**config.mk**
```make
export PLATFORM = sky130hd
export DESIGN_NAME = joy_db15_conditioner
export DESIGN_NICKNAME = d
export VERILOG_FILES = /design/src/rtl/joy_db15_conditioner.sv
export SDC_FILE = /design/constraint.sdc
export NUM_CORES = 1
export LEC_CHECK = 0
export BUFFER_PORTS_ARGS = -buffer_cell sky130_fd_sc_hd__buf_2
export CORE_MARGIN = 1
export CORE_UTILIZATION = 62
export DETAILED_ROUTE_END_ITERATION = 16
export PLACE_DENSITY = 0.9
export SYNTH_ARGS = -nofsm -noshare
export SYNTH_HDL_FRONTEND = slang
export SYNTH_HIERARCHICAL = 1
export SYNTH_SLANG_ARGS = --single-unit
```
**constraint.sdc**
```tcl
create_clock -name clk -period 12.3 [get_ports clk]
set_input_delay 0.615 -clock clk [delete_from_list [all_inputs] [get_ports clk]]
set_output_delay 0.615 -clock clk [all_outputs]
set_load 0.005 [all_outputs]
```
**src/rtl/joy_db15_conditioner.sv**
```systemverilog
// joy_db15_conditioner
//   Conditions the two raw DB15 splitter button words before the core's
//   input mapping: 2-flop resync, per-bit tick-sampled debounce, an
//   absent-splitter check, per-button autofire and press pulses.
// Ports:
//   clk, reset            system clock, async active-high reset
//   joy1_in, joy2_in      raw active-high words {4'b0,Sel,Start,F..A,U,D,L,R}
//   af_en                 per-bit autofire enable, shared by both players
//   joy1_out, joy2_out    conditioned words (zero while the word is invalid)
//   joy1_press, joy2_press one-clk pulse on a debounced 0->1
//   joy1_valid, joy2_valid word plausible (splitter present)

// Per-bit debouncer. s_nxt is exported so the top can evaluate validity,
// presses and outputs from the post-update state on the same edge.
module joy_db15_debounce #(
  parameter int DB_COUNT = 4
) (
  input  logic clk,
  input  logic reset,
  input  logic tick,
  input  logic d,
  output logic s,
  output logic s_nxt
);
  localparam int CW = $clog2(DB_COUNT + 1);

  logic [CW-1:0] c, c_nxt;

  // A single agreeing sample restarts the count; DB_COUNT consecutive
  // disagreeing samples flip the stable bit.
  always_comb begin
    s_nxt = s;
    c_nxt = c;
    if (tick) begin
      if (d == s)                       c_nxt = '0;
      else if (c == CW'(DB_COUNT - 1)) begin
        s_nxt = d;
        c_nxt = '0;
      end else                          c_nxt = c + 1'b1;
    end
  end

  always_ff @(posedge clk or posedge reset) begin
    if (reset) begin
      s <= 1'b0;
      c <= '0;
    end else begin
      s <= s_nxt;
      c <= c_nxt;
    end
  end
endmodule

module joy_db15_conditioner #(
  parameter int DB_TICKS = 48000,
  parameter int DB_COUNT = 4,
  parameter int AF_HALF  = 33
) (
  input  logic        clk,
  input  logic        reset,
  input  logic [15:0] joy1_in,
  input  logic [15:0] joy2_in,
  input  logic [15:0] af_en,
  output logic [15:0] joy1_out,
  output logic [15:0] joy2_out,
  output logic [15:0] joy1_press,
  output logic [15:0] joy2_press,
  output logic        joy1_valid,
  output logic        joy2_valid
);
  localparam int TW = $clog2(DB_TICKS);
  localparam int AW = $clog2(AF_HALF + 1);

  logic [1:0][15:0] sync1, sync2, s, s_nxt, press_nxt, out_nxt, out_q, press_q;
  logic [1:0]       valid_nxt, valid_q;
  logic [TW-1:0]    tcnt;
  logic             tick;
  logic [AW-1:0]    a, a_nxt;
  logic             ph, ph_nxt, restart;

  // Resynchroniser; index 0 = player 1, index 1 = player 2.
  always_ff @(posedge clk or posedge reset) begin
    if (reset) begin
      sync1 <= '0;
      sync2 <= '0;
    end else begin
      sync1 <= {joy2_in, joy1_in};
      sync2 <= sync1;
    end
  end

  // Debounce sample tick.
  assign tick = (tcnt == TW'(DB_TICKS - 1));

  always_ff @(posedge clk or posedge reset) begin
    if (reset)     tcnt <= '0;
    else if (tick) tcnt <= '0;
    else           tcnt <= tcnt + 1'b1;
  end

  for (genvar p = 0; p < 2; p++) begin : g_pl
    for (genvar b = 0; b < 16; b++) begin : g_bit
      joy_db15_debounce #(.DB_COUNT(DB_COUNT)) u_db (
        .clk   (clk),
        .reset (reset),
        .tick  (tick),
        .d     (sync2[p][b]),
        .s     (s[p][b]),
        .s_nxt (s_nxt[p][b])
      );
    end

    // A dead splitter data line reads as every button pressed, which shows
    // up as the impossible Up+Down and Left+Right combination.
    assign valid_nxt[p] = ~&s_nxt[p][3:0];
    assign press_nxt[p] = {16{tick & valid_nxt[p]}} & ~s[p] & s_nxt[p];
    assign out_nxt[p]   = valid_nxt[p] ? (s_nxt[p] & (~af_en | {16{ph_nxt}})) : 16'h0000;
  end

  // Autofire phase. A fresh press on an autofire button restarts the
  // phase so the first shot fires on the press edge itself.
  assign restart = |((press_nxt[0] | press_nxt[1]) & af_en);

  always_comb begin
    a_nxt  = a;
    ph_nxt = ph;
    if (restart) begin
      a_nxt  = '0;
      ph_nxt = 1'b1;
    end else if (tick) begin
      if (a == AW'(AF_HALF - 1)) begin
        a_nxt  = '0;
        ph_nxt = ~ph;
      end else begin
        a_nxt  = a + 1'b1;
      end
    end
  end

  always_ff @(posedge clk or posedge reset) begin
    if (reset) begin
      a       <= '0;
      ph      <= 1'b1;
      out_q   <= '0;
      press_q <= '0;
      valid_q <= 2'b11;
    end else begin
      a       <= a_nxt;
      ph      <= ph_nxt;
      out_q   <= out_nxt;
      press_q <= press_nxt;
      valid_q <= valid_nxt;
    end
  end

  assign joy1_out   = out_q[0];
  assign joy2_out   = out_q[1];
  assign joy1_press = press_q[0];
  assign joy2_press = press_q[1];
  assign joy1_valid = valid_q[0];
  assign joy2_valid = valid_q[1];
endmodule

```
==> impl_metrics.yaml <==
yosys:
  ys_seq_elements: 281
  synthArstFlopShare: 1.00
  synth_common_cells: "dfrtp_1, inv_1, nand2b_1, nand2_1, o22ai_1"
  synth_enable_flop_cells: 0
  synth_flop_cell: "dfrtp_1"
  ys_top_cells_by_area: "dfrtp_1, nand2b_1, mux2_4"
  synth_cells: 1035
  yosysMostFrequentCell: "dfrtp_1"
  synth_top_area_frac: 0.584
  synth_compound_area_frac: 0.0910
  synth_area_mm2: 0.0119
  synth.avg_cell_area_um2: 11.5
  synth_xor_area_frac: 0.0316
  synth-simple-area-share: 0.164
  syn_nets: 1120
  ys_types: 46
  synth_top_family_by_area: "simple AND/OR/NAND/NOR gates"
  yosysWarningCount: 6
  yosys-mux-area-fraction: 0.0403
  seq_area_frac_synth: 0.590
  synth_fa_ha_area_frac: 0.0367
  synth_top_area_cell: "dfrtp_1"
grt:
  grt_pass1_vias: 8379
  grt_usage: 0.262
  grt-ovfl-total: 0
  grt_max_degree: 95
  grt_pass1_wl_um: 40900
  antenna_found_initial: 4
sta:
  period_needed_ns: 6.59
  worst_pin_slew_ns: 0.823
  tns_ns: 0
  fmax_mhz: 152
  hold_violations: 0
  skew_ns: 0.00873
  slew_violations: 0
  rsz0062_at_grt: "no"
  fin_crit_sh: 0.536
  setup_viol: 0
  whs_ns: 0.181
  max_slew_margin: 0.451
setup_path:
  worst_setup_path_start_kind: "register"
  reg2reg_depth: 16
  reg2reg_to: "a[2]"
  end_kind: "register"
  r2r-start: "tcnt[7]"
  required_ns: 12.74
  cp_data_arrival_time_ns: 7.03
  critPathMaxFanout: 81
  crit_type: "register to register"
  rrSetupSlack_ns: 5.71
clock_tree:
  clkTransAtPathRegs_ns: 0.06
  root_buffer: "clkbuf_16"
  cts_hold_buf: 0
  cts_num_sinks: 281
  ctsHtreeMaxLevel: 1
  cts_setup_buffers: 0
  cts_resized: 0
  clk_latency_ns: 0.54
  clock_path_buffers: 3
  cts_buffers: 28
  cts_tree: "yes"
floorplanning:
  start_util: 0.635
  rows: 50
  fp.dieH_um: 141
  io_pins: 116
  die_area_mm2: 0.0198
  fp.coreArea_mm2: 0.0188
  fp.dieW_um: 141
detailed_routing:
  antenna_left: 0
  dr.pass1.iters: 6
  vias: 8170
  via_per_inst: 5.73
  drc: 0
  drt-wirelength-per-cell_um: 17.6
  first_iter_violations: 699
  drt_wl_total_um: 25100
power_and_ir_drop:
  switching_share: 0.206
  p_per_area_mw_per_mm2: 136
  pwr-share-comb: 0.022
  power_frac_seq: 0.507
  p_int_uw: 1470
  power.leakage_uw: 0.00658
  clkPwrFrac: 0.471
  switchingPower_uw: 383
  peakVddDrop_v: 0.000107
worst_hold_path:
  hp-class: "input pin to register"
  hold_end: "sync1[28]"
  min_from: "joy2_in[12]"
  hold-path-cell-count: 1
place:
  portBuffers: 115
  placed_area_mm2: 0.0127
  dp.cells: 1373
  routabilityCongestion: 0.833
  dpl.hpwl_um: 16500
job:
  drv_cap: 0
final_layout:
  finalNonFillerCells: 1425
  drive_gt1_frac: 0.175
  fin_nets: 1254
  design_area_mm2: 0.0137
  n_fill_cell: 1182
  syn_to_final_growth_pct: 14.9
outcome:
  status: "finished clean"
[cell families after synthesis]
group	after synthesis
XOR/XNOR	43
flip-flops	281
AO/OA/AOI/OAI	164
multiplexers	32
adder cells (fa/ha/maj)	35
AND/OR/NAND/NOR	346
buffers and inverters	134
[metal layers]
metal | wire, µm | vias up | track usage
met5 | 13 | - | 0
met4 | 1030 | 2 | 0.117
met3 | 1380 | 74 | 0.0486
met2 | 12200 | 257 | 0.436
met1 | 10500 | 4038 | 0.338
li1 | - | 3799 | -
[flip-flops by register name, indices dropped and copies added (netlist names)]
name               flops
a                      6
g_pl.g_bit.u_db/c     96
g_pl.g_bit.u_db/s     32
joy1_out              16
joy1_press            16
joy2_out              16
joy2_press            16
ph                     1
sync1                 32
sync2                 32
tcnt                  16
valid_q                2
[worst max path at each step]
stage / to / startpoint / slack, ns
6_report: a[2] / tcnt[7] / 5.71
5_1_grt: a[2] / tcnt[7] / 5.31
4_1_cts: a[2] / tcnt[7] / 5.81
3_5_place_dp: a[2] / tcnt[7] / 5.84
3_3_place_gp: joy1_out[14] / tcnt[7] / 6.08
2_1_floorplan: joy1_out[0] / tcnt[7] / 4.11
[cell usage in the layout, fill, tap and decap left out, drive strengths merged, types with 15 or more instances in the layout]
cell / instances
clkbuf: 39
inv: 118
nand2: 78
a21oi: 32
mux2: 32
xnor2: 38
buf: 120
o31ai: 34
nand3b: 39
nor2b: 35
nor2: 15
nand3: 19
nand2b: 105
o22ai: 64
ha: 35
nor3: 25
dfrtp: 278
[critical path: stages, from the launching register on]
cell,delay (ns)
dfrtp_1,0.40
or4b_1,0.52
or3_1,0.30
or3_1,0.32
buf_4,0.27
inv_4,0.41
buf_4,0.67
nand3b_1,0.19
mux2_4,0.29
and4_1,0.58
inv_1,0.51
a32oi_1,0.33
o2111ai_1,0.13
or4_4,0.60
nor3_1,0.52
nand2_1,0.14
o31ai_1,0.24
[cell type report]
cell class	instances	area, µm²	area share
inverter	118	450	0.0329
timing repair buffer	120	613	0.0448
antenna	2	5.00	0.000365
sequential	281	7040	0.514
clock inverter	11	135	0.00987
clock buffer	39	823	0.0601
tap	234	293	0.0214
multi-input combinational	620	4340	0.317
[power by group through the flow]
| stage | logic [µW] | clock network (µW) | registers (µW) |
|---|---|---|---|
| finish | 41.2 | 874 | 942 |
| floorplan | 22.1 | 0 | 956 |
| detailed placement | 41.6 | 0 | 958 |
| CTS | 42.4 | 883 | 942 |
| global route | 46.5 | 926 | 942 |
| global placement | 40.7 | 0 | 958 |
[through the flow]
| stage | util | total power, µW | setup slack [ns] |
|---|---|---|---|
| finish | 0.730 | 1860 | 5.71 |
| global route | 0.729 | 1910 | 5.31 |
| CTS | 0.729 | 1870 | 5.81 |
| detailed placement | 0.678 | 1000 | 5.84 |
| global placement | 0.678 | 999 | 6.08 |
| floorplan | - | 978 | 4.11 |
(Power assumes the default switching activity.)
